`config.mk`:
```
export PLATFORM = sky130hd
export DESIGN_NAME = regfile_write_arbiter
export DESIGN_NICKNAME = d
export VERILOG_FILES = /design/src/rtl/regfile_pkg.sv /design/src/rtl/rr_arbiter.sv /design/src/rtl/regfile_write_arbiter.sv
export SDC_FILE = /design/constraint.sdc
export NUM_CORES = 1
export LEC_CHECK = 0
export ABC_AREA = 1
export CORE_AREA = 2 2 78 117
export DETAILED_ROUTE_END_ITERATION = 6
export DIE_AREA = 0 0 80 119
export GPL_TIMING_DRIVEN = 0
export MAX_ROUTING_LAYER = met4
export PLACE_DENSITY = 0.89
export SLEW_MARGIN = 20
export SYNTH_ARGS = -nofsm -noshare
export SYNTH_HDL_FRONTEND = slang
export SYNTH_SLANG_ARGS = --single-unit
```
`constraint.sdc`:
```
create_clock -name clock -period 2.95 [get_ports clock]
set_input_delay 0.59 -clock clock [delete_from_list [all_inputs] [get_ports clock]]
set_output_delay 0.59 -clock clock [all_outputs]
set_load 0.05 [all_outputs]
```
`src/rtl/regfile_pkg.sv`:
```
// Shared definitions for the register file and its write-port arbiter.
package regfile_pkg;

    localparam int REG_ADDR_W = 5;
    localparam int REG_DATA_W = 32;

    localparam logic [REG_ADDR_W-1:0] REG_ZERO = 5'd0;

    typedef struct packed {
        logic [4:0]  addr;
        logic [31:0] data;
    } wb_req_t;

endpackage

```
`src/rtl/rr_arbiter.sv`:
```
// Combinational round-robin arbiter: the first requester at or after ptr wins.
module rr_arbiter #(
    parameter int N     = 3,
    parameter int IDX_W = (N > 1) ? $clog2(N) : 1
) (
    input  logic [N-1:0]     req,
    input  logic [IDX_W-1:0] ptr,
    output logic [N-1:0]     gnt,
    output logic [IDX_W-1:0] gnt_idx,
    output logic             any_gnt
);

    // ptr is always below N, so one conditional subtraction gives the wrapped index.
    always_comb begin
        gnt     = '0;
        gnt_idx = '0;
        any_gnt = 1'b0;
        for (int k = 0; k < N; k++) begin
            int idx;
            idx = int'(ptr) + k;
            if (idx >= N) begin
                idx = idx - N;
            end
            if (!any_gnt && req[idx]) begin
                any_gnt  = 1'b1;
                gnt[idx] = 1'b1;
                gnt_idx  = IDX_W'(idx);
            end
        end
    end

endmodule

```
`src/rtl/regfile_write_arbiter.sv`:
```
// Round-robin sharing of the register file write port among writeback sources,
// with a registered write stage, x0 suppression and a saturating conflict counter.
module regfile_write_arbiter
    import regfile_pkg::*;
#(
    parameter int N_REQ  = 3,
    parameter int ADDR_W = REG_ADDR_W,
    parameter int DATA_W = REG_DATA_W,
    parameter int CNT_W  = 16
) (
    input  logic                    clock,
    input  logic                    reset,
    input  logic [N_REQ-1:0]        req_valid,
    input  logic [N_REQ*ADDR_W-1:0] req_addr,
    input  logic [N_REQ*DATA_W-1:0] req_data,
    output logic [N_REQ-1:0]        req_ready,
    output logic                    write_register_enable,
    output logic [ADDR_W-1:0]       write_address,
    output logic [DATA_W-1:0]       write_back_data,
    output logic [CNT_W-1:0]        conflict_count
);

    localparam int IDX_W = (N_REQ > 1) ? $clog2(N_REQ) : 1;

    logic [IDX_W-1:0]  rr_ptr;
    logic [N_REQ-1:0]  gnt;
    logic [IDX_W-1:0]  gnt_idx;
    logic              any_gnt;
    logic [ADDR_W-1:0] win_addr;
    logic [DATA_W-1:0] win_data;
    logic              conflict;

    rr_arbiter #(
        .N     (N_REQ),
        .IDX_W (IDX_W)
    ) u_rr_arbiter (
        .req     (req_valid),
        .ptr     (rr_ptr),
        .gnt     (gnt),
        .gnt_idx (gnt_idx),
        .any_gnt (any_gnt)
    );

    // Grants are suppressed during reset so a requester never sees a discarded accept.
    assign req_ready = reset ? '0 : gnt;
    assign win_addr  = req_addr[gnt_idx*ADDR_W +: ADDR_W];
    assign win_data  = req_data[gnt_idx*DATA_W +: DATA_W];
    assign conflict  = $countones(req_valid) > 1;

    always_ff @(posedge clock) begin
        if (reset) begin
            rr_ptr                <= '0;
            write_register_enable <= 1'b0;
            write_address         <= '0;
            write_back_data       <= '0;
            conflict_count        <= '0;
        end else begin
            write_register_enable <= 1'b0;
            if (any_gnt) begin
                rr_ptr <= (gnt_idx == IDX_W'(N_REQ - 1)) ? '0 : gnt_idx + 1'b1;
                // x0 writes are accepted but never reach the register file.
                if (win_addr != ADDR_W'(REG_ZERO)) begin
                    write_register_enable <= 1'b1;
                    write_address         <= win_addr;
                    write_back_data       <= win_data;
                end
            end
            if (conflict && (conflict_count != '1)) begin
                conflict_count <= conflict_count + 1'b1;
            end
        end
    end

endmodule
```
# Yosys cells after proc, flatten, opt, wreduce, memory -nomap -nowiden
# Cells that the tools add are included.
# totals
register_bits	56
# op_classes
addsub	9
mul	1
n_lt_le_gt_ge	10
n_eq_ne	2
shift	2
n_mux	30
bitwise	3
reduce_logical	11
# ops
cell	n
32-bit by 1-bit greater-or-equal comparator with 1-bit output (second input constant)	3
32-bit by 4-bit less-than comparator with 1-bit output (second input constant)	3
32-bit two-way mux	3
96-bit by 8-bit variable part select with 32-bit output	1
32-bit by 3-bit greater-or-equal comparator with 1-bit output (second input constant)	2
32-bit by 3-bit subtractor with 32-bit output (second input constant)	2
16-bit by 1-bit adder with 16-bit output (second input constant)	1
16-bit inequality test (second input constant)	1
15-bit by 6-bit variable part select with 5-bit output	1
1-bit two-way mux	13
3-bit two-way mux	4
2-bit two-way mux	4
1-bit binary-select mux with 2-bit select	3
1-bit demux with 2-bit select	3
1-bit logical AND	6
3-bit bitwise OR	2
2-bit by 3-bit multiplier with 5-bit output (second input constant)	1
5-bit nonzero test	1
2-bit by 1-bit adder with 3-bit output	1
2-bit by 1-bit adder with 3-bit output (second input constant)	1
2-bit by 2-bit adder with 3-bit output (second input constant)	1
3-bit by 1-bit > comparator with 1-bit output (second input constant)	1
2-bit by 2-bit subtractor with 3-bit output (second input constant)	1
1-bit by 1-bit adder with 2-bit output	1
7 further kinds	8

# Depth between registers and ports, before layout
# Gate-level depths: netlist of the first run.
# depth
depth_word	16
depth_mapped	20

# By module
# A second synthesis of the first run with hierarchy kept.
# hier_totals
hier_cells	582
area_unflattened_um2	3559.7
# by_module_without_submodules
mod	instances	cells_per_inst	area_each_um2	seq_area_each_um2
regfile_write_arbiter	1	521	3239.4	1121.1
rr_arbiter	1	61	320.3	0.0

# Worst setup path before layout of the first run
# Ideal clock, no wire load.
# synth_path
path_kind	reg-to-output
start	reg rr_ptr[0]
end	out req_ready[1]
arrival_time_ns	2.216
t_required_ns	2.360
slack_ns	0.144
path_stages_with_launch	11
path_buffers	0
cell_sequence	dfxtp_1 > inv_1 > ha_1 > inv_2 > nand2_1 > nand3_1 > nand2_1 > nand3_1 > nor2_2 > inv_1 > a21oi_1
# synth_via
elab_chain_cells	13
word_cells_on_any_way	47
classes_between	5 x add/sub; 9 x order compare; 24 x mux; 2 x bitwise; 7 x reduce/logical
# synth_lines
item	line_no	rtl
start, declared	regfile_write_arbiter.sv:25	logic [IDX_W-1:0] rr_ptr;
start signal, assigned	regfile_write_arbiter.sv:60	rr_ptr <= (gnt_idx == IDX_W'(N_REQ - 1)) ? '0 : gnt_idx + 1'b1;
branches (longest 11 deep; another with 32-bit by 3-bit subtractor with 32-bit output)	n/a	
3-bit two-way mux (*)	rr_arbiter.sv:24	if (!any_gnt && req[idx]) begin
3-bit two-way mux (*)	regfile_write_arbiter.sv:45	assign req_ready = reset ? '0 : gnt;
end, declared	regfile_write_arbiter.sv:16	output logic [N_REQ-1:0] req_ready,
# Every way passes the cells marked *. The select of a mux whose other input is x is not followed.

# Worst setup path after layout of the first run
# layout_path
start	reg rr_ptr[1]
end	out req_ready[0]
# The elaborated chain is that of the path after synthesis.

==> flow_summary.yaml, run 1 <==
run_status:
  outcome: "finished, final reports clean"
grt:
  antenna_found_initial: 0
  grt_first_pass_wirelength_mm: 18.7
  grt_pass1_vias: 4163
  grt_overflow: 0
  grt_use_total_pct: 25.2
  grt_max_degree: 19
place:
  place_ws_ps: -509
  hpwlAfterDp_mm: 9.42
  placed_area_mm2: 0.00515
  gp_congestion: 0.869
  port_buffers: 172
timing:
  setup_viol: 0
  tns_ps: 0
  fmax_ghz: 0.357
  hold_viol_final: 0
  worst_slew_pin_slew_ps: 562
  period_share_pct: 94.9
  worst_slack_ps: 149
  slew_viol_final: 0
  fin_crit_ps: 2800
  slew_headroom_pct: 62.5
  clock_skew_ps: 4.99
worst_setup_path:
  end_kind: "output pin"
  crit_type: "register to output pin"
  arrival_ps: 2210
  startpoint_type: "register"
  critPathMaxFanout: 7
  crit_family: "buffers and inverters"
  required_ps: 2360
  critPathSlowestCell: "clkdlybuf4s18_2"
  path_buf_inv: 3
  path_cells: "inv_1, ha_2, inv_2, nand2_1, nand3_2, nand2_4, nand3_1, o22ai_1, a31oi_1, nor2_1, clkdlybuf4s18_2"
  slowest_delay_ps: 380
job:
  maxCapViolCount: 0
yosys:
  synth_top_area_share_pct: 34.1
  synthArstFlopShare_pct: 0
  avgSynthCellArea_um2: 6.17
  synth-main-ff-cell: "dfxtp_1"
  synth-seq-area-share_pct: 34.1
  yosys.area_share.simple_pct: 44.0
  synth_cell_types: 35
  synth_commonest_cells: "nand2_1, nor2_1, dfxtp_1"
  netlist_area_mm2: 0.00329
  synth_top_area_cell: "dfxtp_1"
  synthAdderAreaFrac_pct: 2.28
  synth_edf_count: 0
  synthCells: 533
  synthMostInstantiatedCell: "nand2_1"
  synth.area.top_cells: "dfxtp_1, nand2_1, nor2_1, nand3_1, a21oi_1"
  synth-compound-area-share_pct: 11.3
  synth_fp_nets: 655
  synth_top_family_by_area: "simple AND/OR/NAND/NOR gates"
  ys_ff_latch: 56
  ys_warn_count: 0
  synth-xor-area-share_pct: 0.266
  muxShareOfSynthArea_pct: 0
floorplanning:
  std_cell_rows: 42
  die_h_um: 119
  ios: 173
  fp.coreArea_mm2: 0.00862
  dieWidth_um: 80
  initial_core_util_pct: 38.2
  die-area_mm2: 0.00952
clocking:
  root_buffer: "clkbuf_16"
  clk_pin_slew_worst_paths_ps: 70
  cts.htree.levels: 2
  clk_latency_ps: 300
  cts_inserted_buffers: 5
  clock_path_buffers: 2
  cts_tree: "done"
  clock_sinks: 56
drt:
  drtPass1Iterations: 4
  post-route-drc-count: 0
  drt-total-wl_mm: 11.7
  wl_per_cell_um: 14.1
  via_per_inst: 5.11
  antenna_left: 0
  drt-initial-drc-count: 250
  via_count: 4229
power:
  p_seq_share_pct: 18.1
  combPwrFrac_pct: 70.8
  p_int_uw: 2960
  power.total_uw: 6220
  vdd_drop_max_mv: 0.685
  power.density_mw_per_mm2: 1150
  switchingPower_uw: 3260
  pwr-share-clk_pct: 11.1
  p_sw_share_pct: 52.4
  p_leak_uw: 0.00242
finish:
  nNetsFinal: 839
  antennaDiodeCount: 0
  final_area_mm2: 0.00540
  drive_gt1_share_pct: 6.96
  fin_util_pct: 62.6
  areaGrowthSynthToFinish_pct: 64.2
min_path:
  min_path_type: "register to register"
sequential cells by signal, indices dropped and copies added, names as in the netlist:
register               flops
conflict_count            16
write_address              5
write_back_data           32
rr_ptr                     2
write_register_enable      1
layout make-up:
cell class	instances	area (µm²)
Clock inverter	3	47.5
Clock buffer	5	125
Inverter	38	145
Timing Repair Buffer	177	1760
Fill cell	769	3220
Buffer	24	123
Tap cell	110	138
Multi-Input combinational cell	415	1940
Sequential cell	56	1120
worst paths after layout:
kind                             from                  end  slack, ps  cells after the start
setup / recovery            rr_ptr[1]         req_ready[0]        150                     11
hold / removal    write_back_data[31]  write_back_data[31]        470                      2
setup reg to reg            rr_ptr[1]  write_back_data[30]        220                     19
hold reg to reg   write_back_data[31]  write_back_data[31]        470                      2
cells in the final DEF (no fill, tap or decap), types with 11 or more instances in the layout:
master / n
clkbuf_1: 12
nor3_1: 12
a21oi_1: 47
clkdlybuf4s50_1: 166
nand3_1: 51
inv_1: 29
dfxtp_1: 55
nor2_1: 84
o21ai_0: 11
nand2_1: 169
worst register-to-register path: stages, from the launching register on:
cell	delay, ps
dfxtp_1	400
inv_1	100
ha_2	230
inv_2	90
nand2_1	60
nand3_2	80
nand2_4	80
nand3_1	130
nand2_2	100
nor2_8	180
inv_2	110
nand2_1	70
nand3_1	160
nor2_2	190
nand3_4	140
nand2_4	120
inv_4	90
buf_6	140
nor2_1	110
nor2_1	50
per-stage QoR:
step	cells	hold slack, ps
finish	828	473
global placement	815	449
floorplan	533	552
CTS	823	468
global route	828	493
detailed placement	815	456
kinds of logic (layout without fill, tap and decap cells):
| group | after synthesis | in the layout |
|---|---|---|
| simple gates | 338 | 338 |
| compound gates | 70 | 70 |
| buf+inv | 62 | 247 |
| flops | 56 | 56 |
| fa+ha+maj | 6 | 6 |
| xor+xnor | 1 | 1 |
power by group through the flow:
| stage | clock (µW) | combinational [µW] | sequential [µW] |
|---|---|---|---|
| finish | 691 | 4400 | 1130 |
| global route | 723 | 4830 | 1150 |
| floorplan | 0 | 2320 | 1830 |
| CTS | 699 | 4290 | 1120 |
| detailed placement | 0 | 4260 | 1130 |
| global placement | 0 | 4170 | 1130 |
what timing repair did:
| action | CTS | global route |
|---|---|---|
| gates resized for setup | 14 | 15 |
| pin swaps | 0 | 4 |
| cloned | 0 | 0 |
| setup buffers | 0 | 5 |
| endpoints found under the setup margin | 18 | 39 |
| hold buffers | 0 | 0 |
layer usage:
layer	vias to the layer above	global-route usage, %	routed length [µm]
met1	1942	26.0	4340
met4	0	11.7	399
met3	29	3.11	563
met5	-	-	0
li1	2079	-	-
met2	179	46.3	6360
No activity file was read; power rests on OpenSTA's default activity.
==> run 2: changes to the inputs <==
--- a/config.mk
+++ b/config.mk
@@ -5,13 +5,12 @@
 export SDC_FILE = /design/constraint.sdc
 export NUM_CORES = 1
 export LEC_CHECK = 0
-export ABC_AREA = 1
-export CORE_AREA = 2 2 78 117
+export CORE_AREA = 2 2 77 116
 export DETAILED_ROUTE_END_ITERATION = 6
-export DIE_AREA = 0 0 80 119
+export DIE_AREA = 0 0 79 118
 export GPL_TIMING_DRIVEN = 0
 export MAX_ROUTING_LAYER = met4
-export PLACE_DENSITY = 0.89
+export PLACE_DENSITY = 0.9
 export SLEW_MARGIN = 20
 export SYNTH_ARGS = -nofsm -noshare
 export SYNTH_HDL_FRONTEND = slang
==> flow_summary.yaml, run 2 <==
power:
  pwr-share-clk_pct: 9.4
  p_leak_uw: 0.00203
  power.density_mw_per_mm2: 1110
  p_sw_share_pct: 47.5
  p_seq_share_pct: 18.1
  vdd_drop_max_mv: 0.785
  combPwrFrac_pct: 72.4
  switchingPower_uw: 2990
  p_int_uw: 3300
clocking:
  holdBufCountCts: 0
  cts_inserted_buffers: 5
  cts_tree: "done"
  clock_sinks: 56
  root_buffer: "clkbuf_16"
  cts.htree.levels: 2
  clock_path_buffers: 2
  clk_pin_slew_worst_paths_ps: 80
  clk_latency_ps: 300
yosys:
  synth_edf_count: 0
  synth_top_area_cell: "dfxtp_1"
  synth.area.top_cells: "dfxtp_1, a211oi_2, a221oi_1, and2_1, a21oi_1"
  synth_top_area_share_pct: 34.7
  synth-xor-area-share_pct: 2.44
  synthCells: 368
  synthMostInstantiatedCell: "dfxtp_1"
  avgSynthCellArea_um2: 8.79
  synthArstFlopShare_pct: 0
  synthAdderAreaFrac_pct: 2.32
  ys_warn_count: 0
  netlist_area_mm2: 0.00323
  ys_ff_latch: 56
  synth-seq-area-share_pct: 34.7
  muxShareOfSynthArea_pct: 1.28
  synth_cell_types: 47
  synth_top_family_by_area: "compound AO/OA/AOI/OAI gates"
  yosys.area_share.simple_pct: 18.9
  synth-main-ff-cell: "dfxtp_1"
  synth_commonest_cells: "dfxtp_1, a21oi_1, and2_1"
  synth_fp_nets: 490
  synth-compound-area-share_pct: 34.8
floorplanning:
  std_cell_rows: 41
  die_h_um: 118
  dieWidth_um: 79
  die-area_mm2: 0.00932
  ios: 173
  fp.coreArea_mm2: 0.00831
  initial_core_util_pct: 38.9
place:
  hpwlAfterDp_mm: 9.07
  port_buffers: 171
  gp_congestion: 0.852
  place_inst: 646
  place_ws_ps: -1410
  placed_area_mm2: 0.00512
drt:
  drt-total-wl_mm: 12.4
  via_count: 3799
  antenna_left: 0
  drtPass1Iterations: 4
  post-route-drc-count: 0
  drt-initial-drc-count: 128
  via_per_inst: 5.64
  wl_per_cell_um: 18.4
worst_setup_path:
  critPathMaxFanout: 7
  slowest_delay_ps: 610
  reg2reg_depth: 10
  end_kind: "register"
  r2r_start: "rr_ptr[0]"
  critPathSlowestCell: "or4_4"
  required_ps: 3170
  crit_type: "register to register"
  startpoint_type: "register"
  arrival_ps: 3420
  path_cells: "inv_4, ha_4, or4b_4, o211a_4, o21ba_4, a221o_1, or4_4, and2_4, clkbuf_16, a211oi_2"
  ff2ff_setup_slack_ps: -250
  worst_r2r_endpoint: "write_back_data[24]"
grt:
  grt_first_pass_wirelength_mm: 18.5
  grt_pass1_vias: 3782
  antenna_found_initial: 0
  grt_max_degree: 18
  grt_use_total_pct: 25.4
  grt_overflow: 0
job:
  maxCapViolCount: 0
finish:
  top_register: "write_back_data"
  nNetsFinal: 688
  final_common_cell: "clkdlybuf4s50_1"
  final_cells: 674
  largestRegisters: "write_back_data: 32 flops, conflict_count: 16 flops, write_address: 5 flops"
  drive_gt1_share_pct: 19.8
  largest_reg_flops: 32
  areaGrowthSynthToFinish_pct: 75.7
  antennaDiodeCount: 0
  final_area_mm2: 0.00568
  final_cell_mix: "clkdlybuf4s50_1, dfxtp_1, and2_1"
min_path:
  worstHoldPathCells: 2
  min_path_type: "register to register"
  holdPathEnd: "write_address[3]"
  hp-start: "write_address[3]"
timing:
  period_share_pct: 108
  slew_headroom_pct: 42.9
  fin_crit_ps: 3200
  worst_slew_pin_slew_ps: 850
  worst_slack_ps: -248
  clock_skew_ps: 12.6
  hold_viol_final: 0
  fmax_ghz: 0.313
  slew_viol_final: 0
  grt_setup_unrepaired: "yes"
  setup_viol: 36
run_status:
  outcome: "finished with violations"
  violations: "setup timing"
run 2: changes by cell type in the layout (fill, tap and decap cells not counted), moves of 14 or more:
cell and change:
a211oi_2 +32, inv_1 -26, nand2_1 -149, a221oi_1 +34, nand3_1 -44, nor2_1 -66
buf_4 +14, and2_1 +36
run 2: kinds of logic (layout without fill, tap and decap cells):
| family | after synthesis | count (layout) |
|---|---|---|
| compound gates | 142 | 142 |
| xor+xnor | 9 | 9 |
| fa+ha+maj | 6 | 6 |
| buf+inv | 38 | 236 |
| flops | 56 | 56 |
| mux | 4 | 4 |
| simple gates | 113 | 114 |
run 2: critical path, delay by kind of cell, from the launching register on:
| family | cells | cell delay (ps) |
|---|---|---|
| buf+inv | 2 | 220 |
| simple gates | 3 | 1390 |
| compound gates | 4 | 910 |
| fa+ha+maj | 1 | 230 |
| flops | 1 | 380 |
run 2: routing by layer:
| metal | wire, µm | share of wire (%) | GRT usage (%) | vias to the layer above |
|---|---|---|---|---|
| met5 | 0 | 0 | - | - |
| met4 | 218 | 1.8 | 7.44 | 0 |
| met3 | 926 | 7.5 | 5.90 | 20 |
| met2 | 6740 | 54 | 48.1 | 182 |
| met1 | 4500 | 36 | 25.1 | 1803 |
| li1 | - | - | - | 1794 |
run 2: timing repair:
item | 4_1_cts | 5_1_grt
hold endpoints to repair | 0 | 0
setup buffers | 10 | 11
cloned | 1 | 3
pin swaps | 8 | 9
resized for setup | 49 | 33
endpoints found under the setup margin | 41 | 39
run 2: how the worst max path moves through the flow:
stage,startpoint,end
final,rr_ptr[0],write_back_data[24]
after global routing,rr_ptr[0],write_back_data[6]
after CTS,rr_ptr[0],write_back_data[31]
after detailed placement,req_valid[2],write_back_data[31]
after global placement,req_valid[2],write_back_data[28]
after floorplan,rr_ptr[0],write_back_data[14]
run 2: final cells by class:
class	instances	area [µm²]
clock inverters	2	13.8
flip-flops and latches	56	1130
clock buffers	6	129
fillers	621	2630
plain buffers	27	165
repair buffers	195	1940
well taps	107	134
multi-input cells	275	2140
inverters	6	27.5
run 2: through the flow:
stage          setup TNS [ps]  hold WS (ps)  power, µW  utilization (%)
5_1_grt                 -8850           531       6600             68.4
3_5_place_dp           -51220           483       4940             61.6
3_3_place_gp           -47340           473       4840             61.6
4_1_cts                 -8620           498       5850             65.8
2_1_floorplan          -12090           497       3820                -
6_report                -6610           506       6300             68.4
run 2: power groups by stage:
stage | combinational [µW] | sequential (µW) | clock [µW]
detailed placement | 3810 | 1130 | 0
floorplan | 1980 | 1840 | 0
global route | 4800 | 1160 | 636
CTS | 4120 | 1130 | 601
global placement | 3720 | 1120 | 0
finish | 4560 | 1140 | 595
==> run 3: changes to the inputs <==
--- a/config.mk
+++ b/config.mk
@@ -11,7 +11,6 @@
 export GPL_TIMING_DRIVEN = 0
 export MAX_ROUTING_LAYER = met4
 export PLACE_DENSITY = 0.9
-export SLEW_MARGIN = 20
 export SYNTH_ARGS = -nofsm -noshare
 export SYNTH_HDL_FRONTEND = slang
 export SYNTH_SLANG_ARGS = --single-unit
==> results of run 3 <==
No change in the layout: final DEF, timing and power equal those of run 2.
